**config.mk**
```make
export PLATFORM = sky130hd
export DESIGN_NAME = log_mel_spectrogram_core_flat
export DESIGN_NICKNAME = d
export VERILOG_FILES = /design/src/rtl/log_mel_if.sv /design/src/rtl/log_mel_spectrogram_core.sv /design/src/flat_wrapper.sv
export SDC_FILE = /design/constraint.sdc
export NUM_CORES = 2
export LEC_CHECK = 0
export BUFFER_PORTS_ARGS = -buffer_cell sky130_fd_sc_hd__buf_2
export CORE_ASPECT_RATIO = 1.1
export CORE_MARGIN = 1
export CORE_UTILIZATION = 58
export CTS_CLUSTER_DIAMETER = 120
export DETAILED_ROUTE_END_ITERATION = 12
export HOLD_SLACK_MARGIN = 0.03
export PLACE_DENSITY_LB_ADDON = 0.12
export SYNTH_ARGS = -nofsm -noshare
export SYNTH_HDL_FRONTEND = slang
export SYNTH_SLANG_ARGS = --single-unit
```
**constraint.sdc**
```tcl
create_clock -name clk -period 16 [get_ports clk]
set_input_delay 3.2 -clock clk [delete_from_list [all_inputs] [get_ports clk]]
set_output_delay 3.2 -clock clk [all_outputs]
set_load 0.02 [all_outputs]
```
**src/rtl/log_mel_if.sv**
```systemverilog
// Sample-in / band-out handshake for the log-mel front end.
interface log_mel_if #(
    parameter int I_BW = 14,
    parameter int O_BW = 14
);
    logic                   di_en;
    logic signed [I_BW-1:0] data_i;
    logic                   do_en;
    logic [O_BW-1:0]        data_o;

    modport master (output di_en, data_i, input do_en, data_o);
    modport slave  (input di_en, data_i, output do_en, data_o);
endinterface

```
**src/rtl/log_mel_spectrogram_core.sv**
```systemverilog
// Log-mel front end: 16-sample frame -> 9-bin real DFT power -> 4 triangular
// mel bands -> log2 U6.8 words, emitted as a 4-cycle burst.
// Build option: define LOGMEL_LINEAR_OUT_EN to bypass the log stage and emit
// band energy saturated to O_BW bits; timing is identical either way.
module log_mel_spectrogram_core #(
    parameter int I_BW  = 14,
    parameter int O_BW  = 14,
    parameter int FRAME = 16,
    parameter int N_MEL = 4
) (
    input  logic     clk,
    input  logic     rst,
    log_mel_if.slave io
);
    localparam int N_BIN = 9;
    localparam int CW    = $clog2(FRAME);
    localparam int MW    = $clog2(N_MEL);
    localparam int AW    = 26;
    localparam int EW    = 37;
    localparam int SW    = 45;

    typedef enum logic [1:0] {COLLECT, DFT, MEL, OUT} state_t;
    state_t state_q, state_d;

    logic signed [I_BW-1:0] smp [FRAME];
    logic [CW-1:0]          cnt_q;
    logic [3:0]             bin_q;
    logic signed [AW-1:0]   acc_re_q, acc_im_q;
    logic [32:0]            pwr_q [N_BIN];
    logic [EW-1:0]          eng_q [N_MEL];
    logic [EW-1:0]          eng_d [N_MEL];
    logic [MW-1:0]          oidx_q;
    logic                   do_en_q;
    logic [O_BW-1:0]        data_o_q;

    logic last_smp, last_bin, last_out;
    assign last_smp = (cnt_q == CW'(FRAME - 1));
    assign last_bin = (bin_q == 4'(N_BIN - 1));
    assign last_out = (oidx_q == MW'(N_MEL - 1));

    // round(127*cos(2*pi*j/16)); sine is read as cos(j-4)
    function automatic logic signed [7:0] cos_t(input logic [3:0] j);
        logic signed [7:0] c;
        case (j)
            4'd0:    c =  8'sd127;
            4'd1:    c =  8'sd117;
            4'd2:    c =  8'sd90;
            4'd3:    c =  8'sd49;
            4'd4:    c =  8'sd0;
            4'd5:    c = -8'sd49;
            4'd6:    c = -8'sd90;
            4'd7:    c = -8'sd117;
            4'd8:    c = -8'sd127;
            4'd9:    c = -8'sd117;
            4'd10:   c = -8'sd90;
            4'd11:   c = -8'sd49;
            4'd12:   c =  8'sd0;
            4'd13:   c =  8'sd49;
            4'd14:   c =  8'sd90;
            default: c =  8'sd117;
        endcase
        return c;
    endfunction

    // Triangular mel weights; edges (0,1,2) (1,2,4) (2,4,6) (4,6,8)
    function automatic logic [7:0] mel_w(input int m, input int k);
        logic [7:0] w;
        case (m)
            0:       w = (k == 1) ? 8'd255 : 8'd0;
            1:       w = (k == 2) ? 8'd255 : (k == 3) ? 8'd128 : 8'd0;
            2:       w = (k == 4) ? 8'd255 : (k == 3 || k == 5) ? 8'd128 : 8'd0;
            default: w = (k == 6) ? 8'd255 : (k == 5 || k == 7) ? 8'd128 : 8'd0;
        endcase
        return w;
    endfunction

    // Output word formatting: log2 U6.8 or saturated linear energy
    function automatic logic [O_BW-1:0] fmt_out(input logic [EW-1:0] e);
`ifdef LOGMEL_LINEAR_OUT_EN
        return (e > EW'(2**O_BW - 1)) ? '1 : e[O_BW-1:0];
`else
        logic [5:0]       p;
        logic [EW+7:0]    sh;
        p = '0;
        for (int i = 0; i < EW; i++)
            if (e[i]) p = 6'(i);
        // leading one lands on bit 8, the 8 bits below it fill [7:0]
        sh = {e, 8'b0} >> p;
        return (e == '0) ? '0 : O_BW'({p, sh[7:0]});
`endif
    endfunction

    // DFT MAC datapath: one sample x one twiddle per cycle
    logic [3:0]           tw_j;
    logic signed [AW-1:0] x_ext, c_ext, s_ext, sum_re, sum_im;
    logic signed [15:0]   re_s, im_s;
    logic signed [31:0]   sq_re, sq_im;
    logic [32:0]          pwr_new;

    assign tw_j    = 4'(bin_q * cnt_q);
    assign x_ext   = AW'(smp[cnt_q]);
    assign c_ext   = AW'(cos_t(tw_j));
    assign s_ext   = AW'(cos_t(tw_j - 4'd4));
    assign sum_re  = acc_re_q + x_ext * c_ext;
    assign sum_im  = acc_im_q - x_ext * s_ext;
    assign re_s    = sum_re[AW-1:10];
    assign im_s    = sum_im[AW-1:10];
    assign sq_re   = 32'(re_s) * 32'(re_s);
    assign sq_im   = 32'(im_s) * 32'(im_s);
    assign pwr_new = {1'b0, sq_re} + {1'b0, sq_im};

    // Mel band energies from the stored bin powers (weights are constants)
    logic [SW-1:0] msum;
    always_comb begin
        msum = '0;
        for (int m = 0; m < N_MEL; m++) begin
            msum = '0;
            for (int k = 0; k < N_BIN; k++)
                msum = msum + SW'(pwr_q[k]) * SW'(mel_w(m, k));
            eng_d[m] = EW'(msum >> 8);
        end
    end

    // State register
    always_ff @(posedge clk) begin
        if (!rst) state_q <= COLLECT;
        else      state_q <= state_d;
    end

    // Next-state logic
    always_comb begin
        state_d = state_q;
        case (state_q)
            COLLECT: if (io.di_en && last_smp) state_d = DFT;
            DFT:     if (last_smp && last_bin) state_d = MEL;
            MEL:     state_d = OUT;
            OUT:     if (last_out) state_d = COLLECT;
            default: state_d = COLLECT;
        endcase
    end

    // Datapath: sample capture, MAC, power/energy registers, output burst
    always_ff @(posedge clk) begin
        if (!rst) begin
            cnt_q    <= '0;
            bin_q    <= '0;
            acc_re_q <= '0;
            acc_im_q <= '0;
            oidx_q   <= '0;
            do_en_q  <= 1'b0;
            data_o_q <= '0;
        end else begin
            do_en_q <= 1'b0;
            case (state_q)
                COLLECT: begin
                    bin_q    <= '0;
                    acc_re_q <= '0;
                    acc_im_q <= '0;
                    if (io.di_en) begin
                        smp[cnt_q] <= io.data_i;
                        cnt_q      <= cnt_q + 1'b1;
                    end
                end
                DFT: begin
                    cnt_q <= cnt_q + 1'b1;
                    if (last_smp) begin
                        pwr_q[bin_q] <= pwr_new;
                        acc_re_q     <= '0;
                        acc_im_q     <= '0;
                        bin_q        <= bin_q + 1'b1;
                    end else begin
                        acc_re_q <= sum_re;
                        acc_im_q <= sum_im;
                    end
                end
                MEL: begin
                    eng_q  <= eng_d;
                    oidx_q <= '0;
                end
                OUT: begin
                    do_en_q  <= 1'b1;
                    data_o_q <= fmt_out(eng_q[oidx_q]);
                    oidx_q   <= oidx_q + 1'b1;
                end
                default: ;
            endcase
        end
    end

    assign io.do_en  = do_en_q;
    assign io.data_o = data_o_q;
endmodule

```
**src/flat_wrapper.sv**
```systemverilog
// flat-port wrapper written by rule: the top's interface ports become plain ports
module log_mel_spectrogram_core_flat 
#(
    parameter int I_BW  = 14,
    parameter int O_BW  = 14,
    parameter int FRAME = 16,
    parameter int N_MEL = 4
)
  (clk, rst, io_di_en, io_data_i, io_do_en, io_data_o);
  log_mel_if #(.I_BW(I_BW), .O_BW(O_BW)) io_i ();
  input  logic clk;
  input  logic rst;
  input wire logic [$bits(io_i.di_en)-1:0] io_di_en;
  input wire logic [$bits(io_i.data_i)-1:0] io_data_i;
  output wire logic [$bits(io_i.do_en)-1:0] io_do_en;
  output wire logic [$bits(io_i.data_o)-1:0] io_data_o;
  assign io_i.di_en = io_di_en;
  assign io_i.data_i = io_data_i;
  assign io_do_en = io_i.do_en;
  assign io_data_o = io_i.data_o;
  log_mel_spectrogram_core #(.I_BW(I_BW), .O_BW(O_BW), .FRAME(FRAME), .N_MEL(N_MEL)) u_core (.clk(clk), .rst(rst), .io(io_i));
endmodule
```
==> results.md <==
- The run finished with clean final reports.
- The pre-CTS setup slack is 106.6 ps.
- Of all nets on the critical path, the largest fanout is 7.
- The die footprint is 141800 um^2.
- The number of hold buffers added after CTS was 0.
- The via count is 52767.
- The most common library cell in the layout ignoring fill and taps is sky130_fd_sc_hd__inv_1.
- The worst setup path category is reg -> reg.
- The actual slew at the worst max-slew pin is 1462 ps.
- Summing all flip-flop and latch instances after layout gives 19450 um^2.
- The wire-length estimate of the detail-placed layout is 160.2 mm.
- STA classifies the critical path endpoint as a register.
- The initial antenna violation count was 2.
- Between clock sinks in the finished design, the worst skew comes to 86.06 ps.
- The maximum number of pins on one net before global-route repair is 75.
- Measured along the y axis, the die boundary spans 394.9 um.
- The via count normalized by instance count is 5.539.
- The final max-slew violation count is 0.
- Pin placement for this block handled 32 I/O pins.
- The most critical setup path has its startpoint at u_core.cnt_q[1]$_SDFFE_PN0P_.
- Each instance of the synthesized netlist takes up on average 10.87 um^2.
- Among all stages on the critical path, the largest delay is contributed by sky130_fd_sc_hd__or4_4.
- For this run, the leading register cell type out of synthesis is sky130_fd_sc_hd__edfxtp_1.
- The longest clock path from root to sink contains 3 buffers.
- The total CTS buffers is 79.
- The pre-antenna-repair detailed-routing pass consisted of 7 iterations.
- TritonCTS built the clock tree.
- Counting flops and latches in the post-synthesis netlist gives 675.
- The capture instance of the worst register-to-register path is u_core.pwr_q[1][31]$_DFFE_PP_.
- The die outline width is 359.2 um.
- At the end of routability-driven placement, the weighted congestion stood at 0.9443.
- The detail route stage leaves a number of antenna-violating nets equal to 0.
- Setup slack on the worst reg-to-reg path comes out at 750 ps.
- The worst setup path is launched from a register.
- The cell that appears most often on the critical path is sky130_fd_sc_hd__fa_1.
- The synthesized instance count is 7489.
- The count of standard-cell rows is 143.
- The number of distinct library cells after synthesis is 97.
- On the worst path, the slowest cell contributes a delay of 580 ps.
- After the last flow step, the layout net total stands at 9740.
- The first-pass GRT wire length is 312.1 mm.
- The worst min-delay path category is reg -> reg.
- In this run the worst setup path terminates at u_core.pwr_q[1][31]$_DFFE_PP_.
- The minimum clock period is 15250 ps.
- The final-layout fill cell count is 11008.
- The arrival time at the worst endpoint is 15660 ps.
- The synthesized area is 81390 um^2.
- At the end of the flow the core is filled with cells to 63.24%.
- Across every metal layer, demand over resource in global routing totals 28.41%.
- The multi-input combinational cells in the finished layout cover a total of 55050 um^2.
- In the routed design, unresolved DRC markers number 0.
- The number of hold violations in the final report is 0.
- Across all setup checks in the final design, the least slack found is 752.0 ps.
- The later pin in the worst-skew pair is clocked with a latency of 750 ps.
- The initial cell density of the core is 58.70%.
- The per-cell routed wire length is 20.32 um.
- The number of synthesized flops with an enable pin is 592.
- The worst slew margin relative to its limit is 1.841%.
- Input and output buffers added on the ports amount to 31.
- The post-route netlist has 7.285% of its cells at a drive strength greater than 1.
- The share of the Yosys chip area taken by registers is 23.88%.
- The number of cells on the worst reg-to-reg path is 61.
- The critical path required time is 16420 ps.
- The core footprint is 138700 um^2.
- The count of H-tree levels built during CTS is 3.
- The worst register-to-register path begins at u_core.cnt_q[1]$_SDFFE_PN0P_.
- The yosys synthesis warning count is 0.
- The synthesis-to-layout area growth is 7.740%.
- The clock net sink count is 675.
- After clock tree synthesis, the clock-pin slew on the worst setup and hold paths is 70 ps.
- The top achievable clock speed is 65.58 MHz.
- The cell at the root of the clock tree is sky130_fd_sc_hd__clkbuf_16.
- The first routing iteration left 3416 violations.
- In the layout the commonest cells are 1751 x sky130_fd_sc_hd__inv_1, 1435 x sky130_fd_sc_hd__fa_1, 664 x sky130_fd_sc_hd__nor2_1.
- The max-cap violation count is 0.
- For this run the aggregate overflow at the end of global routing stands at 0.
- The worst-case hold slack is 443.4 ps.
- The number of nets in the synthesized netlist is 9578.
- 0 antenna diodes ended up in the layout.
- The post-synthesis async set-or-reset flop share is 0%.
- Setup violations remaining at the end of the flow were counted as 0.
- The number of global-route vias before repair came to 58126.
- The detailed-route wire length is 193.6 mm.
- The worst path uses 95.30% of the clock period.
-- worst min-delay path by stage --
stage / cells after the start / endpoint / startpoint
2_1_floorplan: 2 / u_core.acc_im_q[23]$_SDFFE_PN0P_ / u_core.acc_im_q[23]$_SDFFE_PN0P_
3_3_place_gp: 2 / u_core.io.data_o[4]$_SDFFE_PN0P_ / u_core.io.data_o[4]$_SDFFE_PN0P_
3_5_place_dp: 2 / u_core.io.data_o[4]$_SDFFE_PN0P_ / u_core.io.data_o[4]$_SDFFE_PN0P_
4_1_cts: 2 / u_core.io.data_o[4]$_SDFFE_PN0P_ / u_core.io.data_o[4]$_SDFFE_PN0P_
5_1_grt: 2 / u_core.io.data_o[3]$_SDFFE_PN0P_ / u_core.io.data_o[3]$_SDFFE_PN0P_
6_report: 2 / u_core.io.data_o[6]$_SDFFE_PN0P_ / u_core.io.data_o[6]$_SDFFE_PN0P_
-- metal layers --
metal  track usage [%]  routed length [um]  vias to the layer above
met3             3.547                9052                      311
li1                  -                   -                    24208
met1             35.40               77840                    27022
met4             8.852                5982                        0
met2             51.39              100700                     1226
met5                 0                   0                        -
-- cell families (layout without fill, tap and decap cells) --
| family | Yosys count | count (layout) | synth area share, % |
|---|---|---|---|
| AO/OA/AOI/OAI | 849 | 849 | 6.844 |
| XOR/XNOR | 304 | 304 | 3.281 |
| adder cells (fa/ha/maj) | 2073 | 2073 | 45.12 |
| buffers and inverters | 1889 | 2114 | 8.838 |
| flip-flops | 675 | 675 | 23.88 |
| multiplexers | 184 | 184 | 3.709 |
| AND/OR/NAND/NOR | 1515 | 1515 | 8.327 |
-- timing repair --
action | 4_1_cts | 5_1_grt
pin swaps | 1 | 9
resized for setup | 1 | 49
setup buffers | 1 | 9
endpoints found under the setup margin | 10 | 98
-- metrics by stage --
stage	setup TNS, ps	instances	instance area, um^2
2_1_floorplan	0	7489	81390
3_3_place_gp	0	9372	84600
3_5_place_dp	0	9372	84600
4_1_cts	0	9517	87410
5_1_grt	-298.3	9526	87690
6_report	0	9526	87690
-- state kept, by name, summed over array words and instances (netlist names), named ones only --
| name | count |
|---|---|
| u_core.oidx_q | 2 |
| u_core.bin_q | 4 |
| u_core.cnt_q | 4 |
| u_core.acc_re_q | 26 |
| u_core.io.do_en | 1 |
| u_core.pwr_q | 231 |
| u_core.eng_q | 137 |
| u_core.smp | 224 |
| u_core.acc_im_q | 26 |
| u_core.io.data_o | 14 |
| u_core.state_q | 2 |
-- layout make-up --
type / instances / area share, %
Sequential cell: 675 / 22.18
Inverter: 1762 / 7.542
Multi-Input combinational cell: 4925 / 62.78
Timing Repair Buffer: 208 / 1.729
Clock buffer: 87 / 2.300
Clock inverter: 57 / 0.8918
Tap cell: 1812 / 2.585
-- synthesized netlist by cell type (all sizes together) (19+ instances only) --
| cell type | count | share of area, % |
|---|---|---|
| or3 | 21 | 0.16 |
| a31oi | 31 | 0.24 |
| a22oi | 48 | 0.45 |
| dfxtp | 83 | 2.0 |
| mux2 | 21 | 0.29 |
| clkbuf | 93 | 0.43 |
| a21oi | 237 | 1.5 |
| mux2i | 71 | 0.87 |
| o21ai | 169 | 1.1 |
| o21bai | 19 | 0.18 |
| edfxtp | 592 | 22 |
| xnor2 | 223 | 2.4 |
| and3 | 43 | 0.33 |
| buf | 34 | 0.28 |
| mux4 | 92 | 2.5 |
| or2 | 25 | 0.19 |
| a211oi | 22 | 0.20 |
| o21a | 76 | 0.70 |
| nand2b | 73 | 0.56 |
| o211ai | 19 | 0.18 |
| and2 | 43 | 0.33 |
| nor2b | 60 | 0.46 |
| inv | 1756 | 8.1 |
| nand2 | 353 | 1.6 |
| a21o | 75 | 0.69 |
| nand3 | 72 | 0.44 |
| xor2 | 81 | 0.88 |
| nor3 | 95 | 0.59 |
| nor2 | 671 | 3.1 |
| ha | 635 | 9.8 |
| fa | 1437 | 35 |
-- worst max-delay path: cells and delay by family (launching register included) --
| kind | cells | cell delay, ps |
|---|---|---|
| AND/OR/NAND/NOR | 8 | 1420 |
| XOR/XNOR | 5 | 1040 |
| multiplexers | 1 | 100 |
| adder cells (fa/ha/maj) | 17 | 7210 |
| flip-flops | 1 | 310 |
| buffers and inverters | 10 | 870 |
| AO/OA/AOI/OAI | 20 | 3920 |
Power is not shown: default switching activity piles up to over one toggle a cycle in this logic, so the estimate is an artifact.
